[src/rtl/fsm_input_conditioner.sv]
// Purpose: sync, debounce and one-hot validate push buttons into a clean 3-bit command for the command FSM.
// Latency: raw_btn change sampled at edge k appears on user_input at edge k+DEB_CYCLES+3 (7 cycles at default).
// Backpressure: none; the downstream FSM must accept every command, and each cmd_valid pulse marks one new command.
module fsm_input_conditioner #(
  parameter int DEB_CYCLES = 4,
  parameter int CNT_W      = 4
) (
  input  logic       clk,
  input  logic       rst,
  input  logic [2:0] raw_btn,
  output logic [2:0] user_input,
  output logic       cmd_valid,
  output logic       err
);

  // Named state codes. The register itself is a plain vector so that the
  // unused codes 101..111 stay representable and can be trapped explicitly.
  typedef enum logic [2:0] {
    S_IDLE    = 3'b000,
    S_PRESS   = 3'b001,
    S_HOLD    = 3'b010,
    S_RELEASE = 3'b011,
    S_ERROR   = 3'b100
  } state_t;

  // Counter saturates at DEB_CYCLES; the accept point is one below that so
  // that the strobe fires exactly once per accepted vector.
  localparam logic [CNT_W-1:0] CNT_SAT  = CNT_W'(DEB_CYCLES);
  localparam logic [CNT_W-1:0] CNT_LAST = CNT_W'(DEB_CYCLES - 1);

  logic [2:0]       sync_q1;
  logic [2:0]       sync_q2;
  logic [2:0]       cand;
  logic [CNT_W-1:0] cnt;
  logic [2:0]       state;

  logic             stable;
  logic             cand_none;
  logic             cand_onehot;
  logic             cand_multi;

  // Two-flop synchroniser per button line; sync_q2 is the only copy used downstream.
  always_ff @(posedge clk or posedge rst) begin
    if (rst) begin
      sync_q1 <= 3'b000;
      sync_q2 <= 3'b000;
    end else begin
      sync_q1 <= raw_btn;
      sync_q2 <= sync_q1;
    end
  end

  // Debounce: any change restarts the run, otherwise count up and saturate.
  always_ff @(posedge clk or posedge rst) begin
    if (rst) begin
      cand <= 3'b000;
      cnt  <= '0;
    end else if (sync_q2 != cand) begin
      cand <= sync_q2;
      cnt  <= '0;
    end else if (cnt != CNT_SAT) begin
      cnt  <= cnt + 1'b1;
    end
  end

  // One-cycle accept strobe for the candidate vector, plus its classification.
  assign stable      = (cnt == CNT_LAST) && (sync_q2 == cand);
  assign cand_none   = (cand == 3'b000);
  assign cand_onehot = $onehot(cand);
  assign cand_multi  = !cand_none && !cand_onehot;

  // Command FSM: outputs are registered from the current state, so every
  // output change lags the state transition that requested it by one edge.
  always_ff @(posedge clk or posedge rst) begin
    if (rst) begin
      state      <= S_IDLE;
      user_input <= 3'b000;
      cmd_valid  <= 1'b0;
      err        <= 1'b0;
    end else begin
      cmd_valid <= 1'b0;
      case (state)
        S_IDLE: begin
          user_input <= 3'b000;
          err        <= 1'b0;
          if (stable) begin
            if (cand_onehot) begin
              state <= S_PRESS;
            end else if (cand_multi) begin
              state <= S_ERROR;
            end
          end
        end
        S_PRESS: begin
          // cand still equals the accepted vector here: it can only move
          // after a sync change, which takes at least one more edge.
          user_input <= cand;
          cmd_valid  <= 1'b1;
          err        <= 1'b0;
          state      <= S_HOLD;
        end
        S_HOLD: begin
          err <= 1'b0;
          if (stable) begin
            if (cand_none) begin
              state <= S_RELEASE;
            end else if (cand_multi) begin
              state <= S_ERROR;
            end else if (cand != user_input) begin
              // Direct switch to another button without passing through 000.
              state <= S_PRESS;
            end
          end
        end
        S_RELEASE: begin
          user_input <= 3'b000;
          err        <= 1'b0;
          state      <= S_IDLE;
        end
        S_ERROR: begin
          user_input <= 3'b000;
          err        <= 1'b1;
          // Only a clean all-released vector clears the fault.
          if (stable && cand_none) begin
            state <= S_IDLE;
          end
        end
        default: begin
          // Unused codes: silence the outputs and recover on the next edge.
          user_input <= 3'b000;
          err        <= 1'b0;
          state      <= S_IDLE;
        end
      endcase
    end
  end

endmodule

[config.mk]
export PLATFORM = sky130hd
export DESIGN_NAME = fsm_input_conditioner
export DESIGN_NICKNAME = d
export VERILOG_FILES = /design/src/rtl/fsm_input_conditioner.sv
export SDC_FILE = /design/constraint.sdc
export NUM_CORES = 1
export LEC_CHECK = 0
export CORE_MARGIN = 1
export CORE_UTILIZATION = 53
export DETAILED_ROUTE_END_ITERATION = 8
export GPL_TIMING_DRIVEN = 0
export HOLD_SLACK_MARGIN = 0.05
export PLACE_DENSITY = 0.75
export SYNTH_ARGS = -nofsm -noshare
export SYNTH_HDL_FRONTEND = slang
export SYNTH_SLANG_ARGS = --single-unit
[constraint.sdc]
create_clock -name clk -period 2.1 [get_ports clk]
set_input_delay 0.42 -clock clk [delete_from_list [all_inputs] [get_ports clk]]
set_output_delay 0.42 -clock clk [all_outputs]
set_load 0.01 [all_outputs]
==> results of run 1 <==
stage by stage:
stage | hold WS, ps | area [µm²] | util [%] | instances | power [W]
floorplan | 331.2 | 939.7 | - | 83 | 0.0004704
global placement | 332.4 | 1050 | 66.59 | 108 | 0.0004863
detailed placement | 337.1 | 1050 | 66.59 | 108 | 0.0004895
CTS | 363.1 | 1076 | 68.25 | 112 | 0.0006685
global route | 367.4 | 1076 | 68.25 | 112 | 0.0006958
finish | 359.9 | 1076 | 68.25 | 112 | 0.0006585
layout by cell type (no fill, tap or decap):
master	instances
sky130_fd_sc_hd__a211oi_2	1
sky130_fd_sc_hd__a21oi_1	3
sky130_fd_sc_hd__a22oi_1	3
sky130_fd_sc_hd__and2_1	1
sky130_fd_sc_hd__and3_1	1
sky130_fd_sc_hd__buf_6	1
sky130_fd_sc_hd__clkbuf_1	4
sky130_fd_sc_hd__clkbuf_4	3
sky130_fd_sc_hd__clkdlybuf4s50_1	9
sky130_fd_sc_hd__dfrtp_1	21
sky130_fd_sc_hd__fa_1	1
sky130_fd_sc_hd__ha_1	2
sky130_fd_sc_hd__inv_1	8
sky130_fd_sc_hd__mux2i_1	1
sky130_fd_sc_hd__nand2_1	1
sky130_fd_sc_hd__nand2b_1	2
sky130_fd_sc_hd__nand3_1	3
sky130_fd_sc_hd__nand3b_1	1
sky130_fd_sc_hd__nand4_1	1
sky130_fd_sc_hd__nor2_1	7
sky130_fd_sc_hd__nor2b_1	3
sky130_fd_sc_hd__nor3_1	3
sky130_fd_sc_hd__nor3b_1	1
sky130_fd_sc_hd__o2111a_2	1
sky130_fd_sc_hd__o21ai_0	2
sky130_fd_sc_hd__o21ai_1	1
sky130_fd_sc_hd__o21ba_1	1
sky130_fd_sc_hd__o221a_1	1
sky130_fd_sc_hd__or3_1	1
sky130_fd_sc_hd__or3b_1	1
sky130_fd_sc_hd__or4_1	1
sky130_fd_sc_hd__xnor2_1	5
sky130_fd_sc_hd__xnor2_2	1
power by group:
part           internal [W]  leakage (nW)  switching [W]   total, W
clock             0.0000736        0.0150       0.000104   0.000178
combinational     0.0000258         0.199      0.0000288  0.0000545
sequential         0.000416         0.272      0.0000104   0.000426
total              0.000515         0.486       0.000143   0.000659
layout make-up:
type | count | area [µm²]
Fill cell | 125 | 500.5
Inverter | 8 | 30.03
Sequential cell | 21 | 525.5
Clock buffer | 4 | 26.28
Multi-Input combinational cell | 50 | 361.6
Buffer | 4 | 22.52
Timing Repair Buffer | 9 | 90.09
Tap cell | 16 | 20.02
kinds of logic (layout without fill, tap and decap cells):
group / count (synthesis) / after routing / share of synthesized area, %
simple gates: 27 / 27 / 15.71
flops: 21 / 21 / 55.93
compound gates: 13 / 13 / 10.52
buf+inv: 12 / 25 / 5.593
xor+xnor: 6 / 6 / 6.392
fa+ha+maj: 3 / 3 / 4.793
mux: 1 / 1 / 1.065
worst register-to-register path, stage by stage (launching register included):
cell and delay (ps):
sky130_fd_sc_hd__dfrtp_1 480, sky130_fd_sc_hd__inv_1 90, sky130_fd_sc_hd__fa_1 470, sky130_fd_sc_hd__inv_1 80, sky130_fd_sc_hd__o21ai_0 120, sky130_fd_sc_hd__or4_1 410
sky130_fd_sc_hd__a21oi_1 140
routing by layer:
metal  up-vias  track usage [%]  part of all wire (%)
li1        304                -                     -
met2         8            27.06                    45
met4         0            3.636                  0.43
met5         -                0                     0
met3         2            3.673                   2.0
met1       295            27.42                    53
final timing paths:
kind | endpoint | slack (ps)
max | state[0] | 240
min | sync_q2[1] | 360
max reg2reg | state[0] | 240
min reg2reg | sync_q2[1] | 360
max in group asynchronous | state[1] | 1080
min in group asynchronous | state[0] | 550
state kept, by name, summed over array words and instances (netlist names):
name,flops
cnt,4
cand,3
state,3
user_input,3
err,1
sync_q2,3
cmd_valid,1
sync_q1,3
==> impl_summary.md, run 1 <==
Run status
The run finished with clean final reports.

Timing
The number of pins with negative max-slew slack in the final report is 0. Across the routed clock network, the largest skew measured is 6.845 ps. Setup violations remaining at the end of the flow were counted as 0. The total negative slack for setup checks is 0 ps. The fraction of the cycle the final worst path needs is 88.66%. The top achievable clock speed is 537.1 MHz.

The worst slew slack as a fraction of its limit is 50.29%. The hold violation total from the final report is 0. Setup repair after global routing left no endpoint under its margin. At the pin with the least slew margin, the transition time is 744.8 ps.

Subtracting the final worst setup slack from the clock period gives 1862 ps. The final worst setup slack is 238.0 ps.

Clock tree
TritonCTS created 3 clock buffers. For the worst-skew pair, the clock arrives at the later sink with an insertion delay of 280 ps. For this design, the sink count on the clock tree is 21. The clock passes through at most 2 buffers. In this run the clock root is driven by a sky130_fd_sc_hd__clkbuf_4. TritonCTS built the clock tree. Clock-pin slew was measured on the worst setup and hold paths at 110 ps. After clock tree synthesis, the repair step resized 0 gates. The post-CTS setup buffer count is 0. The number of hold-repair buffers added at the cts stage is 0. The maximum level of the CTS H-tree is 1.

Setup path
The path length in cells of the critical path is 6. The cell family contributing the most delay on the critical path is flip-flops. The worst setup path is captured at a flip-flop. The critical path is of the reg2reg type.

The largest fanout on the critical path is 6. The startpoint of the most critical register-to-register path is cand[0]. Together, buffers and inverters on the worst path number 2. The highest cell delay on the worst timing path is 480 ps. The startpoint of the worst setup timing path is cand[0]. The critical path goes through inv_1, fa_1, inv_1, o21ai_0, or4_1, a21oi_1. Among the stages of the critical path, the cell type that occurs most often is sky130_fd_sc_hd__inv_1. For this design, the slowest cell found on the critical path is sky130_fd_sc_hd__dfrtp_1. STA classifies the critical path startpoint as a flip-flop. STA puts the critical path data arrival time at 2080 ps. The depth of the worst register-to-register path is 6. The data required time of the worst path is 2320 ps.

Route
The routed design has 1404 µm of wire. Detailed routing inserted a total of 609 vias. The ratio of routed vias to standard cells is 5.438. The count of TritonRoute iterations in the first routing pass is 6. The number of DRC violations after detailed-routing iteration 0 is 19. In the final routed layout, each cell accounts on average for 12.54 µm. The count of nets left with antenna violations after detail routing is 0. The count of unresolved DRC violations after routing is 0.

Pwr
The areal power density over the cells is 612.0 nW/µm². The worst-case vdd ir drop is 0.0004809 V. The analysis attributes to cell leakage a power of 0.4855 nW.

Logic synthesis
Counting flops with a built-in enable in the synthesized netlist gives 0. Synthesis inferred 21 register bits. In the synthesized netlist, the number of instances is 83. The post-synthesis cell area is 939.7 µm². The average cell area after synthesis is 11.32 µm².

Yosys instantiated no cell more often than sky130_fd_sc_hd__dfrtp_1. The sequential share of the synthesized area is 55.93%. The cell type contributing the most total cell area after synthesis is sky130_fd_sc_hd__dfrtp_1.

Sorting the synthesized cells by how often they occur yields sky130_fd_sc_hd__dfrtp_1, sky130_fd_sc_hd__inv_1, sky130_fd_sc_hd__nor2_1, sky130_fd_sc_hd__xnor2_1. Of all flip-flops after synthesis, the portion carrying an async set or reset was 100.0%. Synthesis produced a netlist with a net count of 91. The number of distinct library cells after synthesis is 31. The top-area cell type share of the netlist area is 55.93%. For this run, the leading register cell type out of synthesis is sky130_fd_sc_hd__dfrtp_1. The number of warnings issued by yosys is 0. Sorting the synthesized cells by area gives the leading types as sky130_fd_sc_hd__dfrtp_1, sky130_fd_sc_hd__xnor2_1, sky130_fd_sc_hd__inv_1, sky130_fd_sc_hd__nor2_1, sky130_fd_sc_hd__ha_1.

GRT
For this run the aggregate overflow at the end of global routing stands at 0. The first global-routing pass estimated 2546 µm of wire. The number of antenna violations at the first check in global routing is 0. The largest net degree at the start of global routing is 22. The via count of the first global-routing pass is 590. The total global routing track utilization is 17.98%.

Placement
The estimated wirelength of the detail-placed design is 1085 µm. The post-placement worst setup slack is 252.7 ps. Routability-driven placement finished with a final weighted congestion of 0.7539. Buffers placed on the I/O ports in this run total 9.

Floorplan
The die covers 1945 µm². The effective utilization at floorplan is 59.60%. From bottom edge to top edge, the die measures 44.11 µm. For this design the top-level I/O count stands at 10.

The die extent in x is 44.11 µm. The core area is 1577 µm². The site row count is 14.

Cells and area
The number of nets in the layout is 105. The post-synthesis to final-layout area growth is 14.51%. The antenna diode count is 0. The fraction of final layout cells with drive strength greater than 1 is 7.292%.

Worst hold path
The startpoint identified for the worst hold timing path is sync_q1[1]. The worst hold path belongs to the class reg2reg. Counting instances, the worst hold path has a depth of 0.

Job
Max-cap violations in this run came to 0.
Note: power is estimated with default switching activity, not from simulation.
==> run 2: changes to the inputs <==
--- a/config.mk
+++ b/config.mk
@@ -5,12 +5,14 @@
 export SDC_FILE = /design/constraint.sdc
 export NUM_CORES = 1
 export LEC_CHECK = 0
+export CAP_MARGIN = 15
 export CORE_MARGIN = 1
 export CORE_UTILIZATION = 53
 export DETAILED_ROUTE_END_ITERATION = 8
+export DONT_BUFFER_PORTS = 1
 export GPL_TIMING_DRIVEN = 0
 export HOLD_SLACK_MARGIN = 0.05
-export PLACE_DENSITY = 0.75
+export PLACE_DENSITY = 0.71
 export SYNTH_ARGS = -nofsm -noshare
 export SYNTH_HDL_FRONTEND = slang
 export SYNTH_SLANG_ARGS = --single-unit
==> constraint.sdc (replaced) <==
create_clock -name clk -period 1.6 [get_ports clk]
set_input_delay 0.32 -clock clk [delete_from_list [all_inputs] [get_ports clk]]
set_output_delay 0.32 -clock clk [all_outputs]
set_load 0.01 [all_outputs]
==> run 2 against run 1 <==
Compared with the run above: the flow now finishes with violations (negative setup slack); sequential power up 31%; non-clock buffer count grew 6; first-iteration DRC count fell by 47%; critical path depth did not move; via count rose by 9.7%; setup slack got worse by 370 ps; global-route usage grew 2.6 points; cell area grew 6.6%; clock power increased by 40%; critical endpoint unchanged; highest routed layer unchanged.
==> impl_summary.md, run 2 (synthesis gave the netlist of run 1 again) <==
Run status
Run status: finished, violations left (was completed). The final reports fail on negative setup slack.

Route
The routed wirelength normalized by instance count is 13.63 µm (was 12.54 µm). The ratio of routed vias to standard cells is 5.661 (was 5.438). The overall routed net length is 1608 µm (was 1404 µm). The count of TritonRoute iterations in the first routing pass came to 6 (unchanged). The total number of vias came to 668 (was 609). The count of unresolved DRC violations after routing was 0 (unchanged).

The count of nets left with antenna violations after detail routing is 0 (unchanged). The number of DRC violations after detailed-routing iteration 0 is 10 (was 19).

Timing
Setup repair after global routing missed its margin: yes (was no). The final worst setup slack is -134.5 ps (was 238.0 ps). The hold violation total from the final report is 0 (unchanged).

The worst slew slack as a fraction of its limit is 51.41% (was 50.29%). The fraction of the cycle the final worst path needs was 108.4% (was 88.66%). The slew at the pin closest to its max-slew limit is 728.0 ps (was 744.8 ps). The count of final setup violators is 2 (was 0).

The number of pins with negative max-slew slack in the final report is 0 (unchanged). The minimum period implied by the final worst setup slack is 1735 ps (was 1862 ps). The setup clock skew after layout is 3.165 ps (was 6.845 ps).

The top achievable clock speed is 576.5 MHz (was 537.1 MHz).

Clock tree
The TritonCTS clock tree is done (unchanged). The CTS sink count came to 21 (unchanged). The clock latency at the later pin of the worst-skew pair is 300 ps (was 280 ps). The maximum level of the CTS H-tree is 1 (unchanged). The number of clock buffers inserted by TritonCTS is 3 (unchanged). The buffer depth of the longest clock path is 2 (unchanged). The clock root buffer is sky130_fd_sc_hd__clkbuf_4 (unchanged).

The clock-pin slew on the worst setup and hold paths is 110 ps (about the same).

Pwr
The worst-case vdd ir drop came to 0.0006902 V (was 0.0004809 V). The leakage power came to 0.5382 nW (was 0.4855 nW). The areal power density over the cells is 797.9 nW/µm² (was 612.0 nW/µm²).

Setup path
Crit path cell chain: inv_2, fa_1, inv_2, o21ai_2, or4_4, a21oi_2 (was inv_1, fa_1, inv_1, o21ai_0, or4_1, a21oi_1). The sort of element at the start of the critical path was a flip-flop (unchanged). The startpoint of the most critical register-to-register path is cand[0] (unchanged). The data arrival time at the worst-slack endpoint is 1980 ps (was 2080 ps). The slowest library cell on the worst path is sky130_fd_sc_hd__or4_4 (was sky130_fd_sc_hd__dfrtp_1). The cell with the most instances on the worst path is sky130_fd_sc_hd__inv_2 (was sky130_fd_sc_hd__inv_1). The data required time of the worst path is 1840 ps (was 2320 ps). The startpoint of the worst setup timing path is cand[0] (unchanged). The worst setup path category was reg2reg (unchanged). The highest cell delay on the worst timing path came to 490 ps (was 480 ps). The largest fanout on the critical path is 4 (was 6). The kind of end point of the critical path was a flip-flop (unchanged).

Cells and area
The number of nets in the layout was 111 (was 105). The most frequent standard cell in the layout excluding fill and tap cells is sky130_fd_sc_hd__dfrtp_1 (unchanged). The most flop-heavy register is cnt (unchanged). The post-synthesis to final-layout area growth is 22.10% (was 14.51%). Commonest cells after routing, fill and taps aside: sky130_fd_sc_hd__dfrtp_1, sky130_fd_sc_hd__buf_4, sky130_fd_sc_hd__nor2_1 (was sky130_fd_sc_hd__dfrtp_1, sky130_fd_sc_hd__clkdlybuf4s50_1, sky130_fd_sc_hd__inv_1). The final standard cell area without fillers is 1147 µm² (was 1076 µm²). The flip-flop count of the largest register after layout is 4 (unchanged). The fraction of the core area covered by cells at the end of the flow came to 72.78% (was 68.25%). The number of fill cells was 107 (was 125). The fraction of final layout cells with drive strength greater than 1 is 28.43% (was 7.292%). The antenna diode count is 0 (unchanged).

Floorplan
The vertical die dimension is 44.11 µm (unchanged). The total I/O pin count is 10 (unchanged). The site row count was 14 (unchanged).

The die outline area is 1945 µm² (unchanged). The effective utilization at floorplan is 59.60% (unchanged). The core area is 1577 µm² (unchanged). The die extent in x is 44.11 µm (unchanged).

Placement
The area of placed instances is 959.7 µm² (was 1050 µm²). The post-placement worst setup slack is -116.4 ps (was 252.7 ps). The final weighted congestion in routability-driven placement is 0.8449 (was 0.7539). The count of port buffers added during placement is 0 (was 9). The estimated wirelength of the detail-placed design is 1057 µm (was 1085 µm).

GRT
The wire length of the first global-routing pass came to 2753 µm (was 2546 µm). The via count of the first global-routing pass is 637 (was 590). The total global routing track utilization came to 20.61% (was 17.98%). The number of antenna violations at the first check in global routing came to 0 (unchanged). The global route total overflow was 0 (unchanged).

The largest net degree at the start of global routing is 22 (unchanged).

Worst hold path
The classification of the worst-slack hold path is reg2reg (unchanged). The hold path startpoint is sync_q1[2] (was sync_q1[1]).

Job
The total of max-cap violations came to 0 (unchanged).
-- run 2: cell count changes in the layout (fill, tap and decap cells not counted), moves of 2 or more --
cell | before | now
sky130_fd_sc_hd__inv_1 | 8 | 5
sky130_fd_sc_hd__buf_4 | 0 | 11
sky130_fd_sc_hd__xnor2_1 | 5 | 3
sky130_fd_sc_hd__inv_2 | 0 | 3
sky130_fd_sc_hd__xnor2_2 | 1 | 3
sky130_fd_sc_hd__clkdlybuf4s50_1 | 9 | 0
sky130_fd_sc_hd__dlygate4sd3_1 | 0 | 4
-- run 2: cell type report --
type / count / area (µm²) / area share [%]
buffer: 3 / 11.26 / 0.9815
clock buffer: 3 / 22.52 / 1.963
clock inverter: 1 / 7.507 / 0.6543
inverter: 8 / 30.03 / 2.617
multi-input combinational: 50 / 395.4 / 34.46
sequential: 21 / 526.8 / 45.91
tap: 16 / 20.02 / 1.745
timing repair buffer: 16 / 133.9 / 11.67
-- run 2: worst paths after layout --
check / to / slack [ps] / cells past startpoint
worst max-delay path: state[0] / -130 / 6
worst min-delay path: sync_q2[2] / 360 / 0
worst max register to register: state[0] / -130 / 6
worst min register to register: sync_q2[2] / 360 / 0
max in group asynchronous: cand[0] / 530 / 2
min in group asynchronous: state[0] / 570 / 2
-- run 2: timing repair --
action	in CTS	in global routing
buffers inserted	8	4
hold buffers	4	0
gates cloned	0	0
pin swaps	0	6
resized for setup	1	9
endpoints found under the hold margin	24	0
endpoints found under the setup margin	2	3
-- run 2: where the power goes --
group	switching, W	leakage (nW)	internal (W)	total (W)
registers	0.0000125	0.271	0.000546	0.000559
logic	0.0000494	0.253	0.0000582	0.000108
clock network	0.000154	0.0139	0.0000954	0.000249
total	0.000216	0.538	0.000700	0.000915
-- run 2: worst max-delay path: cells and delay by family, from the launching register on --
kind	cells	cell delay [ps]
AO/OA/AOI/OAI	2	180
adder cells (fa/ha/maj)	1	480
buffers and inverters	2	130
flip-flops	1	410
AND/OR/NAND/NOR	1	490
-- run 2: stage by stage --
stage	power, W	hold slack (ps)	TNS [ps]	std cells
floorplan	0.0006183	296.5	-26.50	83
global placement	0.0006283	335.3	-148.5	99
detailed placement	0.0006327	340.3	-193.7	99
CTS	0.0009096	367.3	-176.6	115
global route	0.0009588	376.3	-341.4	118
finish	0.0009154	361.2	-166.3	118
-- run 2: routing by layer --
layer	wire, µm	GRT usage [%]	vias to the layer above
met4	31	9.091	0
met5	0	0	-
li1	-	-	314
met2	818	34.71	21
met3	75	6.939	5
met1	683	23.84	328
